### src/rtl/cmm_pip_rr_arb.sv
// Packet-locked round-robin arbiter feeding one full-throughput output register slice.
// Upstream readies come combinationally from i_out_ready through the stage-accept term.
module cmm_pip_rr_arb #(
   parameter int unsigned NREQ   = 4,
   parameter int unsigned DWIDTH = 16,
   parameter int unsigned IDW    = 2
) (
   input  logic                     i_clk,
   input  logic                     rst_n,
   input  logic [NREQ-1:0]          i_req_valid,
   input  logic [NREQ*DWIDTH-1:0]   i_req_data,
   input  logic [NREQ-1:0]          i_req_last,
   output logic [NREQ-1:0]          o_req_ready,
   input  logic                     i_out_ready,
   output logic                     o_out_valid,
   output logic [DWIDTH-1:0]        o_out_data,
   output logic                     o_out_last,
   output logic [IDW-1:0]           o_out_id,
   output logic                     o_busy
);

   typedef enum logic {
      ST_IDLE   = 1'b0,
      ST_LOCKED = 1'b1
   } state_e;

   state_e              state_q, state_d;
   logic [IDW-1:0]      ptr_q, ptr_d;
   logic [IDW-1:0]      owner_q, owner_d;
   logic                out_valid_q, out_valid_d;
   logic [DWIDTH-1:0]   out_data_q, out_data_d;
   logic                out_last_q, out_last_d;
   logic [IDW-1:0]      out_id_q, out_id_d;

   logic                can_acc;
   logic                grant_vld;
   logic [IDW-1:0]      gnt_idx;
   logic                gnt_req_vld;
   logic                gnt_req_last;
   logic [DWIDTH-1:0]   gnt_req_data;
   logic                acc;
   logic                rr_found;
   logic [IDW-1:0]      rr_idx;

   // Round-robin scan starting at ptr_q, wrapping modulo NREQ.
   always_comb begin
      rr_found = 1'b0;
      rr_idx   = '0;
      for (int unsigned i = 0; i < NREQ; i++) begin
         for (int unsigned j = 0; j < NREQ; j++) begin
            if (!rr_found && (((32'(ptr_q) + i) % NREQ) == j) && i_req_valid[j]) begin
               rr_found = 1'b1;
               rr_idx   = IDW'(j);
            end
         end
      end
   end

   // Locked owner keeps the grant even while it bubbles.
   always_comb begin
      grant_vld = 1'b0;
      gnt_idx   = '0;
      if (state_q == ST_LOCKED) begin
         grant_vld = 1'b1;
         gnt_idx   = owner_q;
      end else begin
         grant_vld = rr_found;
         gnt_idx   = rr_idx;
      end
   end

   always_comb begin
      gnt_req_vld  = 1'b0;
      gnt_req_last = 1'b0;
      gnt_req_data = '0;
      for (int unsigned k = 0; k < NREQ; k++) begin
         if (gnt_idx == IDW'(k)) begin
            gnt_req_vld  = i_req_valid[k];
            gnt_req_last = i_req_last[k];
            gnt_req_data = i_req_data[k*DWIDTH +: DWIDTH];
         end
      end
   end

   assign can_acc     = !out_valid_q || i_out_ready;
   assign o_req_ready = (can_acc && grant_vld) ? (NREQ'(1) << gnt_idx) : '0;
   assign acc         = can_acc && grant_vld && gnt_req_vld;

   // Next-state: lock/pointer FSM plus output slice.
   always_comb begin
      state_d     = state_q;
      ptr_d       = ptr_q;
      owner_d     = owner_q;
      out_valid_d = out_valid_q;
      out_data_d  = out_data_q;
      out_last_d  = out_last_q;
      out_id_d    = out_id_q;

      if (acc) begin
         out_valid_d = 1'b1;
         out_data_d  = gnt_req_data;
         out_last_d  = gnt_req_last;
         out_id_d    = gnt_idx;
      end else if (i_out_ready) begin
         out_valid_d = 1'b0;
      end

      case (state_q)
         ST_IDLE: begin
            if (acc) begin
               if (gnt_req_last) begin
                  ptr_d = (32'(gnt_idx) == NREQ - 1) ? '0 : gnt_idx + IDW'(1);
               end else begin
                  state_d = ST_LOCKED;
                  owner_d = gnt_idx;
               end
            end
         end
         ST_LOCKED: begin
            if (acc && gnt_req_last) begin
               state_d = ST_IDLE;
               ptr_d   = (32'(owner_q) == NREQ - 1) ? '0 : owner_q + IDW'(1);
            end
         end
         default: state_d = ST_IDLE;
      endcase
   end

   always_ff @(posedge i_clk or negedge rst_n) begin
      if (!rst_n) begin
         state_q     <= ST_IDLE;
         ptr_q       <= '0;
         owner_q     <= '0;
         out_valid_q <= 1'b0;
         out_data_q  <= '0;
         out_last_q  <= 1'b0;
         out_id_q    <= '0;
      end else begin
         state_q     <= state_d;
         ptr_q       <= ptr_d;
         owner_q     <= owner_d;
         out_valid_q <= out_valid_d;
         out_data_q  <= out_data_d;
         out_last_q  <= out_last_d;
         out_id_q    <= out_id_d;
      end
   end

   assign o_out_valid = out_valid_q;
   assign o_out_data  = out_data_q;
   assign o_out_last  = out_last_q;
   assign o_out_id    = out_id_q;
   assign o_busy      = (state_q == ST_LOCKED);

endmodule

### config.mk
export PLATFORM = sky130hd
export DESIGN_NAME = cmm_pip_rr_arb
export DESIGN_NICKNAME = d
export VERILOG_FILES = /design/src/rtl/cmm_pip_rr_arb.sv
export SDC_FILE = /design/constraint.sdc
export NUM_CORES = 1
export LEC_CHECK = 0
export CAP_MARGIN = 0
export CORE_AREA = 2 2 91 93
export DETAILED_ROUTE_END_ITERATION = 16
export DIE_AREA = 0 0 93 95
export GPL_ROUTABILITY_DRIVEN = 0
export MAX_ROUTING_LAYER = met4
export PLACE_DENSITY = 0.55
export SLEW_MARGIN = 20
export SYNTH_ARGS = -nofsm -noshare
export SYNTH_HDL_FRONTEND = slang
export SYNTH_SLANG_ARGS = --single-unit
export TNS_END_PERCENT = 20
### constraint.sdc
create_clock -name i_clk -period 3.5 [get_ports i_clk]
set_input_delay 0.7 -clock i_clk [delete_from_list [all_inputs] [get_ports i_clk]]
set_output_delay 0.7 -clock i_clk [all_outputs]
set_load 0.01 [all_outputs]
# == Yosys cells after proc, flatten, opt, wreduce, memory -nomap -nowiden ==
# Index checks and enable logic that the tools add are counted.
# word_totals
output_inout_bits,25
elab_cells,151
reg_bits,25
inputBits,75
# op_classes
eq_ne,19
n_mux,58
n_addsub,5
n_reduce_logical,59
shifts,1
n_bitwise,2
# op_table
op,count
$logic_not 32->1,4
$mux 16,4
$mux 2,20
$logic_and 1x1->1,34
$mux 1,31
$eq 2x2->1 const B,11
$logic_not 1->1,16
$eq 2x1->1 const B,5
$add 2x1->2 const B,3
$reduce_and 3->1,2
$add 2x2->2 const B,2
$mux 4,1
$ne 2x2->1 const B,2
$pmux 2 s2,1
$shl 1x2->4 const A,1
$logic_not 2->1,1
$ne 2x1->1 const B,1
$not 1->1,2
$pmux 1 s2,1
$reduce_bool 2->1,1
$logic_or 1x1->1,1

# == Logic depth before layout (Yosys ltp) ==
# depth
word_depth,73
ltp_mapped,11
mapped_depth_nobuf,9

# == Worst setup path before layout ==
# Ideal clock, no wire load.
# synth_timing
path_kind,input port to flip-flop
start,input i_req_valid[3]
end,register owner_q[0]
slack_ns,0.177
arrival_ns,3.198
t_required_ns,3.375
setup_ns,0.125
stages,10
n_path_buf,1
path_cell_list,and3b_1 o21a_1 o41ai_1 inv_1 ha_1 buf_6 nand3b_4 a221o_1 nor4_1 mux2_2
# synth_via
elab_chain_len,58
elab_cells_between_ends,81
cone_classes,3 x eq/ne; 36 x mux; 1 x bitwise; 41 x reduce/logical
# synth_rtl
item,line,source
from (decl),10,"input logic [NREQ-1:0] i_req_valid,"
$logic_and 1x1->1,51,if (!rr_found && (((32'(ptr_q) + i) % NREQ) == j) && i_req_valid[j]) begin
$mux 1,51,
$logic_not 1->1,51,
$logic_and 1x1->1 (2 in a row),51,
$mux 1,51,
$logic_not 1->1,51,
$logic_and 1x1->1 (2 in a row),51,
$mux 1,51,
[37 not listed],--,
$logic_and 1x1->1 (2 in a row),51,
$mux 2 *,51,
$mux 2 *,63,if (state_q == ST_LOCKED) begin
via gnt_idx[1],37,logic [IDW-1:0] gnt_idx;
$logic_not 2->1,77,if (gnt_idx == IDW'(k)) begin
$mux 1 (4 in a row),77,
$logic_and 1x1->1 / $not 1->1 (equally long branches),--,
$reduce_and 3->1 (no source line) *,--,
to (signal assigned),141,owner_q <= owner_d;
to (decl),29,"logic [IDW-1:0] owner_q, owner_d;"
# Mark *: on every way through the listed nets, which the timed path passes. The rest lies on a longest branch.
# A chain may end at the register's enable or synchronous reset.

# == Final worst setup path ==
# layout_timing
start,input i_req_valid[3]
end,output o_req_ready[0]
# layout_via
elab_chain_len,53
elab_cells_between_ends,68
cone_classes,1 x shift; 29 x mux; 38 x reduce/logical
# layout_rtl
item,line,source
$logic_and 1x1->1,51,
$mux 1,51,
$logic_not 1->1,51,
$logic_and 1x1->1 (2 in a row),51,
$mux 1,51,
$logic_not 1->1,51,
$logic_and 1x1->1 (2 in a row),51,
$mux 1,51,
[35 not listed],--,
$mux 1,51,
$logic_not 1->1,51,
$logic_and 1x1->1 (2 in a row),51,
$mux 2 *,51,
$mux 2 *,63,
via gnt_idx[1],37,
$shl 1x2->4 *,86,assign o_req_ready = (can_acc && grant_vld) ? (NREQ'(1) << gnt_idx) : '0;
$mux 4 *,86,
to (decl),13,"output logic [NREQ-1:0] o_req_ready,"
# Marked as above.

==> impl_metrics.csv <==
group,metric,value,unit
detailed_routing,drcViolationCount,0,
pwr,power.density,975,nW/µm²
sta,slew_violations,0,
grt,antenna_found_initial,0,
clock_network,postCtsResizedCells,9,
clock_network,cts_hold_buf,0,
detailed_routing,wl_met3,471,µm
yosys,ys_ff_latch,25,
sta,setup_ws,48.7,ps
detailed_routing,drt-initial-drc-count,44,
yosys,synth_area_per_cell,9.68,µm²
sta,worst_pin_slew,399,ps
detailed_routing,antenna_left,0,
flow_run,maxCapViolCount,0,
sta,period_needed,3450,ps
pwr,p_sw_share,39.2,%
clock_network,clock-root-buffer,"clkbuf_8",
critical_path,path_common_cell,"buf_4",
pwr,p_comb_share,77.0,%
clock_network,post_cts_buffers,0,
critical_path,path_class,"in2out",
cells_and_area,diodes,0,
sta,finalCritPeriodShare,98.6,%
yosys,ys_dominant_reg_cell,"dfrtp_1",
pwr,power.leakage,1.43,nW
sta,fin_hold_ws,516,ps
critical_path,cpPeakStageDelay,470,ps
clock_network,numCtsBuffers,3,
cells_and_area,layout_common_cells,"95 x clkdlybuf4s50_1, 25 x dfrtp_1, 25 x buf_4, 20 x nand2_1, 20 x mux2_4",
grt,grt_pass1_wl,9710,µm
critical_path,crit_arrival,2750,ps
pwr,pwr-share-seq,17.3,%
yosys,synth_top_family_by_area,"compound AO/OA/AOI/OAI gates",
pwr,peakVddDrop,0.386,mV
outcome,status,"complete, no violations",
floorplanning,fp.dieW,93,µm
sta,rsz0062_at_grt,"yes",
sta,hold_viol_final,0,
pwr,p_int,1.93,mW
critical_path,critPathCaptureType,"output pin",
grt,globalRouteOverflowTotal,0,
cells_and_area,final_area,3260,µm²
cells_and_area,mostFrequentLayoutCell,"clkdlybuf4s50_1",
yosys,synth-edff-count,0,
detailed_routing,wl_met2,2710,µm
yosys,synthAdderAreaFrac,3.28,%
floorplanning,start_util,24.1,%
sta,fmax,290,MHz
clock_network,path_clk_slew,90,ps
yosys,muxShareOfSynthArea,18.0,%
sta,finalSetupViolCount,0,
cells_and_area,area_growth_syn_to_layout,70.9,%
clock_network,clkSinkCount,25,
cells_and_area,final_util,41.1,%
critical_path,cpMaxStageDelayCell,"clkdlybuf4s50_1",
pwr,p_sw,1.24,mW
floorplanning,num_rows,33,
hold_path,min_path_type,"reg2reg",
yosys,netlist-cell-type-count,37,
yosys,synth_compound_area_share,23.7,%
detailed_routing,drt-total-wl,6280,µm
clock_network,clk_path_buf_depth,2,
yosys,synth_nets,277,
yosys,syn_inst,197,
clock_network,ctsHtreeMaxLevel,1,
clock_network,insertion_delay,270,ps
detailed_routing,vias,1892,
detailed_routing,topRoutingLayerUsed,"met4",
yosys,netlist_area,1910,µm²
grt,grt_max_degree,26,
detailed_routing,viasPerCell,4.56,
placed_design,dpl.hpwl,4700,µm
yosys,async_flop_share,100,%
floorplanning,num_io_pins,100,
floorplanning,core-area,7930,µm²
pwr,finalPower,3.18,mW
detailed_routing,wl_per_cell,15.1,µm
floorplanning,fp.dieH,95,µm
detailed_routing,dr.pass1.iters,4,
critical_path,cp_max_fo,4,
detailed_routing,wl_met1,3080,µm
critical_path,crit_required,2800,ps
grt,grt_usage,14.4,%
yosys,synth-xor-area-share,0,%
cells_and_area,nNetsFinal,391,
yosys,synth.yosys.seq_area_share,32.8,%
clock_network,cts_tree,"done",
placed_design,dp_slack,-312,ps
floorplanning,dieArea,8840,µm²
placed_design,placed_cell_area,3150,µm²
yosys,yosys.area_share.simple,15.3,%
grt,grt_pass1_vias,1842,
critical_path,crit_chain,"clkdlybuf4s50_1 > and3b_1 > o21a_1 > o41ai_2 > buf_4 > inv_2 > buf_4 > ha_1 > and2_1 > dlygate4sd2_1",
pwr,clockPowerShare,5.7,%
cells_and_area,drive_above_1_share,22.3,%
placed_design,port_buffers,99,
yosys,yosysWarnings,0,
sta,relSlewSlack,73.4,%
sta,clock_skew,6.75,ps
critical_path,start_kind,"input pin",
## cell type report
type,count,area [µm²]
flip-flops and latches,25,626
multi-input cells,144,1210
clock inverters,1,7.51
well taps,105,131
repair buffers,125,1200
fillers,811,4670
inverters,12,45.0
clock buffers,3,41.3
## metal layers
| metal | GRT usage [%] | up-vias |
|---|---|---|
| li1 | - | 938 |
| met1 | 19.8 | 886 |
| met2 | 21.9 | 66 |
| met3 | 3.59 | 2 |
| met4 | 1.84 | 0 |
| met5 | - | - |
## power groups by stage
stage / sequential [mW] / combinational (mW) / clock [mW]
after floorplan: 0.588 / 1.53 / 0
after global placement: 0.557 / 2.39 / 0
after detailed placement: 0.552 / 2.41 / 0
after CTS: 0.551 / 2.43 / 0.193
after global routing: 0.575 / 2.68 / 0.206
final: 0.551 / 2.45 / 0.181
## synthesized netlist by cell type, types with 4 or more instances
library cell  instances  area share (%)
nand2_1              20             3.9
a221oi_1              8             3.7
mux2_4               20              16
a22o_1                8             3.7
a21oi_1              17             4.5
o21ai_0              10             2.6
inv_1                12             2.4
o31ai_1               9             3.5
dfrtp_1              25              33
ha_1                  5             3.3
and2_1                4             1.3
clkbuf_1             10             2.0
nor2b_1              10             3.3
## worst max-delay path, delay by kind of cell
kind,cells,cell delay (ps)
buffers and inverters,5,1100
AOI/OAI and AO/OA,2,460
and+or+nand+nor,2,300
adders and majority gates,1,170
## logic make-up (layout without fill, tap and decap cells)
group | count (synthesis) | in the layout
DFF | 25 | 25
buffers and inverters | 28 | 141
muxes | 24 | 24
adders and majority gates | 5 | 5
and+or+nand+nor | 50 | 50
AOI/OAI and AO/OA | 65 | 65
## flip-flops by register name, indices dropped and copies added, names as in the netlist
register	flops
ptr_q	2
o_busy	1
o_out_id	2
o_out_data	16
o_out_last	1
owner_q	2
o_out_valid	1
## path summary, 6_finish.rpt
check,from,end,slack (ps),depth (start not counted)
setup / recovery,i_req_valid[3],o_req_ready[0],50,10
hold / removal,o_out_data[9],o_out_data[9],520,1
setup reg to reg,ptr_q[1],o_out_data[9],550,12
hold reg to reg,o_out_data[9],o_out_data[9],520,1
max in group asynchronous,rst_n,o_out_data[9],2440,2
min in group asynchronous,rst_n,o_out_data[5],790,2
## per-stage QoR
stage,TNS [ps],std cells
after global placement,-5150,411
after CTS,-165,415
after floorplan,0,197
after global routing,-83.5,415
final,0,415
after detailed placement,-6970,411
(Power assumes the default switching activity.)
